===== config.mk =====
export PLATFORM = sky130hd
export DESIGN_NAME = fifo_rd_ctrl
export DESIGN_NICKNAME = d
export VERILOG_FILES = /design/src/rtl/fifo_rd_ctrl.sv
export SDC_FILE = /design/constraint.sdc
export NUM_CORES = 1
export LEC_CHECK = 0
export BUFFER_PORTS_ARGS = -buffer_cell sky130_fd_sc_hd__buf_2
export CAP_MARGIN = 25
export CORE_UTILIZATION = 53
export DETAILED_ROUTE_END_ITERATION = 12
export PLACE_DENSITY = 0.82
export SYNTH_ARGS = -nofsm -noshare
export SYNTH_HDL_FRONTEND = slang
export SYNTH_SLANG_ARGS = --single-unit

===== constraint.sdc =====
create_clock -name CLK -period 6.5 [get_ports CLK]
set_input_delay 1.3 -clock CLK [delete_from_list [all_inputs] [get_ports CLK]]
set_output_delay 1.3 -clock CLK [all_outputs]
set_load 0.02 [all_outputs]

===== src/rtl/fifo_rd_ctrl.sv =====
// Read-side pointer and status controller for the asynchronous FIFO.
// Keeps binary/Gray read pointers, registered fill level, almost-empty and underflow flags.
module fifo_rd_ctrl #(
    parameter int unsigned ADDR_WIDTH = 4,
    parameter int unsigned AE_THRESH  = 2
) (
    input  logic                  CLK,
    input  logic                  RST,
    input  logic                  R_inc,
    input  logic                  CLR_ERR,
    input  logic [ADDR_WIDTH:0]   Rq2_Wptr,
    output logic                  R_en,
    output logic [ADDR_WIDTH-1:0] R_addr,
    output logic [ADDR_WIDTH:0]   R_ptr,
    output logic                  EMPTY,
    output logic                  ALMOST_EMPTY,
    output logic [ADDR_WIDTH:0]   R_level,
    output logic                  UNDERFLOW,
    output logic                  UNDERFLOW_STICKY
);

    localparam int unsigned PW = ADDR_WIDTH + 1;

    logic [PW-1:0] rbin_q, rbin_d;
    logic [PW-1:0] rgray_q, rgray_d;
    logic [PW-1:0] level_q, level_d;
    logic [PW-1:0] wbin;
    logic          empty_q, empty_d;
    logic          ae_q, ae_d;
    logic          uf_q, uf_d;
    logic          ufs_q, ufs_d;

    assign R_en = R_inc & ~empty_q;

    // Gray decode: each binary bit is the XOR of its Gray bit and all higher ones.
    always_comb begin
        wbin = '0;
        for (int i = 0; i < int'(PW); i++) begin
            wbin[i] = ^(Rq2_Wptr >> i);
        end
    end

    always_comb begin
        rbin_d  = rbin_q + PW'(R_en);
        rgray_d = (rbin_d >> 1) ^ rbin_d;
        level_d = wbin - rbin_d;
        empty_d = (rgray_d == Rq2_Wptr);
        ae_d    = (level_d <= PW'(AE_THRESH));
        uf_d    = R_inc & empty_q;
        // A new underflow in the same cycle as the clear keeps the flag set.
        ufs_d   = uf_d | (ufs_q & ~CLR_ERR);
    end

    always_ff @(posedge CLK or negedge RST) begin
        if (!RST) begin
            rbin_q  <= '0;
            rgray_q <= '0;
            level_q <= '0;
            empty_q <= 1'b1;
            ae_q    <= 1'b1;
            uf_q    <= 1'b0;
            ufs_q   <= 1'b0;
        end else begin
            rbin_q  <= rbin_d;
            rgray_q <= rgray_d;
            level_q <= level_d;
            empty_q <= empty_d;
            ae_q    <= ae_d;
            uf_q    <= uf_d;
            ufs_q   <= ufs_d;
        end
    end

    assign R_addr           = rbin_q[ADDR_WIDTH-1:0];
    assign R_ptr            = rgray_q;
    assign EMPTY            = empty_q;
    assign ALMOST_EMPTY     = ae_q;
    assign R_level          = level_q;
    assign UNDERFLOW        = uf_q;
    assign UNDERFLOW_STICKY = ufs_q;

endmodule

### After elaboration in Yosys (flattened, before gate mapping)

Index checks and enable logic that the tools add are counted.

* register bits after elaboration: 19
* logic and storage cells: 23

* add/subtract/negate cells: 2
* $lt $le $gt $ge: 1
* eq/ne operators: 1
* bitwise operators: 7
* reductions and logical operators: 5

Operators with widths (count)
* 5-bit XOR reduction: 5
* 5-bit by 1-bit adder with 5-bit output: 1
* 5-bit equality test: 1
* 5-bit by 2-bit less-or-equal comparator with 1-bit output (second input constant): 1
* 5-bit subtractor: 1
* 4-bit by 5-bit bitwise XOR with 5-bit output: 1
* 1-bit AND: 3
* 1-bit inverter: 2
* 1-bit OR: 1

### Depth between registers and ports, before layout

Gate-level depths: netlist of the first run.

* depth in word-level cells: 5
* gate-level depth with buffers: 10

### Worst setup path before layout of the first run

No wires, ideal clock.

* path kind: input port to flip-flop
* start point: input port R_inc
* end point: register ae_q (netlist: ALMOST_EMPTY)
* buffers on the path: 0
* data required time: 6.416 ns
* arrival time: 3.484 ns
* cell stages on the path: 10
* slack: 2.932 ns
* path through: nor2b_1 > ha_1 > ha_1 > xor2_2 > inv_1 > ha_1 > o21ai_0 > a21bo_1 > o31ai_2 > nor3b_1

* longest elaborated chain between the ends: 4

RTL lines
* start: declaration: line 9 `input logic R_inc,`
* 1-bit AND: line 33 `assign R_en = R_inc & ~empty_q;`
* 5-bit by 1-bit adder with 5-bit output: line 44 `rbin_d = rbin_q + PW'(R_en);`
* net rbin_d[2]: line 24 `logic [PW-1:0] rbin_q, rbin_d;`
* 5-bit subtractor: line 46 `level_d = wbin - rbin_d;`
* 5-bit by 2-bit less-or-equal comparator with 1-bit output: line 48 `ae_d = (level_d <= PW'(AE_THRESH));`
* net ae_d: line 29 `logic ae_q, ae_d;`
* end signal: assignment: line 60 `ae_q <= 1'b1;`
* end signal: assignment: line 68 `ae_q <= ae_d;`
* end: declaration: line 29

The timed path passes the listed nets, and every way through them passes these cells.

### Worst setup path in the final report of the first run

Ends and elaborated chain as after synthesis.

==> results.json, run 1 <==
{
  "outcome": "finished, final reports clean",
  "hold_path_depth": 1,
  "final.setup.worst_slack_ps": 3070,
  "period_needed_ps": 3430,
  "area_growth_syn_to_layout_pct": 20.1,
  "dieArea_um2": 1940,
  "nNetsFinal": 128,
  "clockBufferDepth": 2,
  "crit_path_end": "ALMOST_EMPTY",
  "drive_above_1_share_pct": 32.7,
  "antenna_found_initial": 0,
  "setup_viol_count_final": 0,
  "worst_pin_slew_ps": 566,
  "cp.required_ps": 6710,
  "gp_congestion": 0.826,
  "place_area_um2": 1090,
  "io_buffers": 27,
  "ys_ff_latch": 18,
  "path_class": "input port to flip-flop",
  "slew_violations": 0,
  "drtIter0Drc": 12,
  "die_w_um": 44.0,
  "worst-r2r-setup-slack_ps": 3710,
  "overflow": 0,
  "critPathLaunch": "R_inc",
  "syn-cell-area_um2": 935,
  "cts_tree": "built",
  "num_vias": 662,
  "critPathMaxFanout": 6,
  "dp_slack_ps": 2800,
  "worst_r2r_path_depth": 10,
  "ctsHtreeMaxLevel": 1,
  "first_pass_iters": 6,
  "fin_skew_ps": 1.21,
  "cts.sinks": 18,
  "numCtsBuffers": 3,
  "routed_wl_um": 1670,
  "insertion_delay_ps": 290,
  "drv_cap": 0,
  "avgSynthCellArea_um2": 11.3,
  "fin_crit_sh_pct": 52.8,
  "leakagePower_nw": 0.585,
  "syn_nets": 97,
  "ant_nets": 0,
  "fp-row-count": 14,
  "p_per_area_nw_per_um2": 639,
  "grt_pass1_vias": 664,
  "io_pins": 28,
  "initial_utilization_pct": 59.3,
  "vdd_drop_max_mv": 0.331,
  "slew_headroom_pct": 62.1,
  "core_region_area_um2": 1580,
  "crit_arrival_ps": 3640,
  "start_kind": "input port",
  "die_h_um": 44.0,
  "cts_setup_buffers": 0,
  "cts_hold_buf": 0,
  "rr_endpoint": "ALMOST_EMPTY",
  "vias_per_cell": 5.13,
  "grt_max_degree": 19,
  "cts_root_buf": "clkbuf_4",
  "hold_violations": 0,
  "hp-class": "flip-flop to flip-flop",
  "fmax_mhz": 291,
  "cts_resized": 0,
  "grt_pass1_wl_um": 2880,
  "clk_pin_slew_ps": 100,
  "seq_area_frac_synth_pct": 48.5,
  "ys_types": 27,
  "antenna_cells": 0,
  "finalSetupTns_ps": 0,
  "reg2reg_from": "EMPTY",
  "hpwlAfterDp_um": 1280,
  "ys_warn_count": 0,
  "layout_commonest_cell": "buf_2",
  "wl_per_cell_um": 12.9,
  "grt_usage_pct": 21.0,
  "synth_cells": 83,
  "drc": 0,
  "cp-end-kind": "flip-flop",
  "design_area_um2": 1120,
  "grt_setup_unrepaired": "false",
  "layout_common_cells": "buf_2, dfrtp_1, inv_1, xor2_1, xnor2_1"
}
critical path: stages:
cell and delay [ps]:
buf_2 80, nor2b_1 180, ha_1 210, ha_1 220, xor2_2 360, inv_1 80
ha_1 220, o21ai_0 170, a21bo_1 250, o31ai_2 300, nor3b_1 260
cell usage after synthesis:
master      n  area [µm²]
a2111oi_0   1        8.76
and2_1      1        6.26
xnor2_1     9        78.8
a21bo_1     1        10.0
nor2b_1     1        6.26
nand3_1     4        20.0
o211ai_1    1        7.51
ha_1        5        62.6
and3_2      1        7.51
nor4_1      1        6.26
inv_1      11        41.3
clkbuf_1    1        3.75
nor3b_1     1        7.51
xor2_1     11        96.3
dfrtp_1    16         400
or3_1       1        6.26
a21oi_1     1        5.00
xor2_2      2        32.5
o31ai_2     1        12.5
o21ai_0     1        5.00
nand2_1     2        7.51
dfstp_2     2        52.6
nor2_1      3        11.3
o41ai_1     1        8.76
nand2b_1    1        6.26
a21o_1      2        15.0
nand4b_1    1        8.76
logic make-up (layout without fill, tap and decap cells):
family	Yosys count	count (layout)	synth area share, %
buffers and inverters	12	42	4.82
AOI/OAI and AO/OA	9	9	7.76
and+or+nand+nor	17	17	10.0
adders and majority gates	5	5	6.69
xor gates and xnor gates	22	22	22.2
DFF	18	18	48.5
how the worst min path moves through the flow:
| stage | from | endpoint | slack [ps] |
|---|---|---|---|
| floorplan | UNDERFLOW_STICKY | UNDERFLOW_STICKY | 590 |
| global placement | UNDERFLOW_STICKY | UNDERFLOW_STICKY | 460 |
| detailed placement | UNDERFLOW_STICKY | UNDERFLOW_STICKY | 460 |
| CTS | UNDERFLOW_STICKY | UNDERFLOW_STICKY | 480 |
| global route | UNDERFLOW_STICKY | UNDERFLOW_STICKY | 530 |
| finish | UNDERFLOW_STICKY | UNDERFLOW_STICKY | 490 |
metal layers:
layer | track usage [%] | up-vias | routed length (µm)
li1 | - | 329 | -
met1 | 24.8 | 310 | 732
met2 | 36.4 | 19 | 837
met3 | 3.75 | 4 | 61
met4 | 10.9 | 0 | 38
met5 | 0 | - | 0
flip-flops by register name, summed over array words and instances, names as in the netlist:
| name | cells |
|---|---|
| EMPTY | 1 |
| UNDERFLOW_STICKY | 1 |
| UNDERFLOW | 1 |
| R_ptr | 4 |
| R_level | 5 |
| rbin_q | 5 |
| ALMOST_EMPTY | 1 |
through the flow:
step                hold slack [ps]  std cells  util (%)  total power [mW]
floorplan                       594         83         -             0.534
global placement                457        125      68.9             0.630
detailed placement              460        125      68.9             0.645
CTS                             485        129      71.2             0.720
global route                    526        129      71.2             0.777
finish                          485        129      71.2             0.718
final cells by class:
class / count / area, µm²
Clock buffer: 4 / 36.3
Inverter: 11 / 41.3
Multi-Input combinational cell: 53 / 437
Tap cell: 16 / 20.0
Sequential cell: 18 / 453
Timing Repair Buffer: 27 / 135
Fill cell: 127 / 454
report_power, final:
part	switching, mW	leakage [nW]	total [mW]	internal (mW)
clock	0.0350	0.0210	0.0691	0.0341
sequential	0.0224	0.213	0.194	0.172
combinational	0.278	0.350	0.454	0.176
(Power assumes the default switching activity.)
==> run 2: changes to the inputs <==
Settings changed: ABC_AREA set to 1, CORE_UTILIZATION 53 to 50, PLACE_DENSITY 0.82 to 0.77.
Clock period 6.5 ns to 3.55 ns, I/O delays scaled along.
==> run 2 against run 1 <==
Net effect:
- setup slack worse by 1900 ps
- largest power group unchanged
- critical endpoint unchanged
- flip-flop and latch count unchanged
- synthesized cell count up 51%
- largest cell class is now multi-input gates
- critical path depth up 2
- final cell count up 40%
- area after synthesis up 7.5%
==> results.json, run 2 <==
{
  "avgSynthCellArea_um2": 8.04,
  "met1_length_um": 924,
  "cts_root_buf": "clkbuf_4",
  "reg2reg_from": "EMPTY",
  "initial_utilization_pct": 55.8,
  "die_h_um": 46.8,
  "finalSetupTns_ps": 0,
  "die_w_um": 46.8,
  "layout_common_cells": "nand2_1, buf_2, inv_1, dfrtp_1, nand3_1",
  "wl_per_cell_um": 11.0,
  "setup_viol_count_final": 0,
  "num_vias": 878,
  "routed_wl_um": 2000,
  "drive_above_1_share_pct": 22.4,
  "period_needed_ps": 2430,
  "ys.flop_type": "dfrtp_1",
  "gp_congestion": 0.867,
  "overflow": 0,
  "grt_pass1_vias": 762,
  "area_growth_syn_to_layout_pct": 20.2,
  "nNetsFinal": 171,
  "fin_skew_ps": 1.38,
  "fin_crit_sh_pct": 68.4,
  "ys_types": 15,
  "vias_per_cell": 4.85,
  "final.setup.worst_slack_ps": 1120,
  "seq_area_frac_synth_pct": 45.1,
  "grt_pass1_wl_um": 3140,
  "core_region_area_um2": 1800,
  "crit_arrival_ps": 2650,
  "leakagePower_nw": 0.728,
  "synth_cells": 125,
  "syn_nets": 139,
  "yosys-top-cells-count": "nand2_1, inv_1, dfrtp_1",
  "cts_tree": "built",
  "synth_top_cell_area_share_pct": 39.9,
  "yosysTopAreaCell": "dfrtp_1",
  "synth_edf_count": 0,
  "hold_violations": 0,
  "drv_cap": 0,
  "cts_hold_buf": 0,
  "cts_setup_buffers": 0,
  "worst-r2r-setup-slack_ps": 1130,
  "grt_setup_unrepaired": "false",
  "slew_headroom_pct": 71.3,
  "routed.top_layer": "met4",
  "ctsHtreeMaxLevel": 1,
  "fillers": 172,
  "fmax_mhz": 412,
  "synthArstFlopShare_pct": 100,
  "worst_pin_slew_ps": 428,
  "worst_r2r_path_depth": 11,
  "path_class": "input port to flip-flop",
  "ys_warn_count": 0,
  "vdd_drop_max_mv": 0.487,
  "clockBufferDepth": 2,
  "antenna_cells": 0,
  "drc": 0,
  "cts_resized": 0,
  "drtIter0Drc": 20,
  "antenna_found_initial": 0,
  "cp-end-kind": "flip-flop",
  "slew_violations": 0,
  "synthTopCellsByArea": "dfrtp_1, nand2_1, xor2_1",
  "rr_endpoint": "ALMOST_EMPTY",
  "grt_usage_pct": 20.5,
  "insertion_delay_ps": 280,
  "wl_met2_um": 971,
  "numCtsBuffers": 3,
  "io_buffers": 27,
  "ant_nets": 0,
  "cts.sinks": 18,
  "grt_max_degree": 19,
  "start_kind": "input port",
  "dieArea_um2": 2190,
  "layout_commonest_cell": "nand2_1",
  "ys_ff_latch": 18,
  "hpwlAfterDp_um": 1650,
  "synth_most_common_cell": "nand2_1",
  "hp-class": "input port to async pin",
  "cp.required_ps": 3770,
  "first_pass_iters": 4,
  "route.met3.wl_um": 68,
  "p_per_area_nw_per_um2": 1070,
  "syn-cell-area_um2": 1000,
  "io_pins": 28,
  "dp_slack_ps": 831,
  "outcome": "finished, final reports clean",
  "clk_pin_slew_ps": 100,
  "fp-row-count": 15,
  "critPathMaxFanout": 4,
  "hold_ws_ps": 335
}
==> run 2: cell types whose count changed after synthesis, sizes merged, moves of 2 or more <==
cell   previous run  this run
nand3             4        14
inv              11        20
xor2             13        11
a21o              2         0
nor2              3         8
nand2             2        43
xnor2             9         2
==> run 2: how the worst max path moves through the flow <==
| stage | startpoint | end | slack, ps | cells past startpoint |
|---|---|---|---|---|
| 4_1_cts | R_inc | ALMOST_EMPTY | 1120 | 13 |
| 5_1_grt | R_inc | ALMOST_EMPTY | 950 | 13 |
| 3_5_place_dp | R_inc | ALMOST_EMPTY | 830 | 13 |
| 2_1_floorplan | R_inc | ALMOST_EMPTY | 990 | 16 |
| 3_3_place_gp | R_inc | ALMOST_EMPTY | 930 | 14 |
| 6_report | R_inc | ALMOST_EMPTY | 1120 | 13 |
==> run 2: metal layers <==
metal | track usage, % | vias to the layer above
met1 | 25.4 | 396
met5 | 0 | -
met3 | 1.92 | 4
met4 | 9.14 | 0
li1 | - | 446
met2 | 36.1 | 32
==> run 2: cells by family (layout without fill, tap and decap cells) <==
family	count (synthesis)	in the layout	synth area share, %
adders and majority gates	5	5	6.23
xor gates and xnor gates	13	13	12.8
AOI/OAI and AO/OA	2	2	0.995
DFF	18	18	45.1
and+or+nand+nor	67	67	27.4
buffers and inverters	20	51	7.47
==> run 2: worst max-delay path, stage by stage <==
cell	delay, ps
buf_2	100
inv_1	40
nor2_1	40
ha_1	230
ha_1	250
xnor2_1	380
ha_1	330
nand2_1	80
nand3b_1	150
nand2_1	70
nand2_1	70
nand3_1	90
nor2_1	100
==> run 2: per-stage QoR <==
step                      util (%)  power (mW)  instances  instance area [µm²]
after floorplan                  -       0.946        125                 1000
after global placement        65.0        1.14        177                 1170
after detailed placement      65.0        1.17        177                 1170
after CTS                     67.0        1.30        181                 1210
after global routing          67.0        1.41        181                 1210
final                         67.0        1.29        181                 1210
==> run 2: area by class of cell <==
cell class,count,area [µm²],share of cell area [%]
multi-input cells,87,477,39.5
flip-flops and latches,18,453,37.5
inverters,20,75.1,6.22
well taps,25,31.3,2.59
repair buffers,27,135,11.2
clock buffers,4,36.3,3.01
==> run 2: report_power, final <==
part           switching [mW]  internal, mW  leakage (nW)
Sequential             0.0507         0.315         0.215
Clock                  0.0592        0.0623        0.0210
Combinational           0.529         0.278         0.492
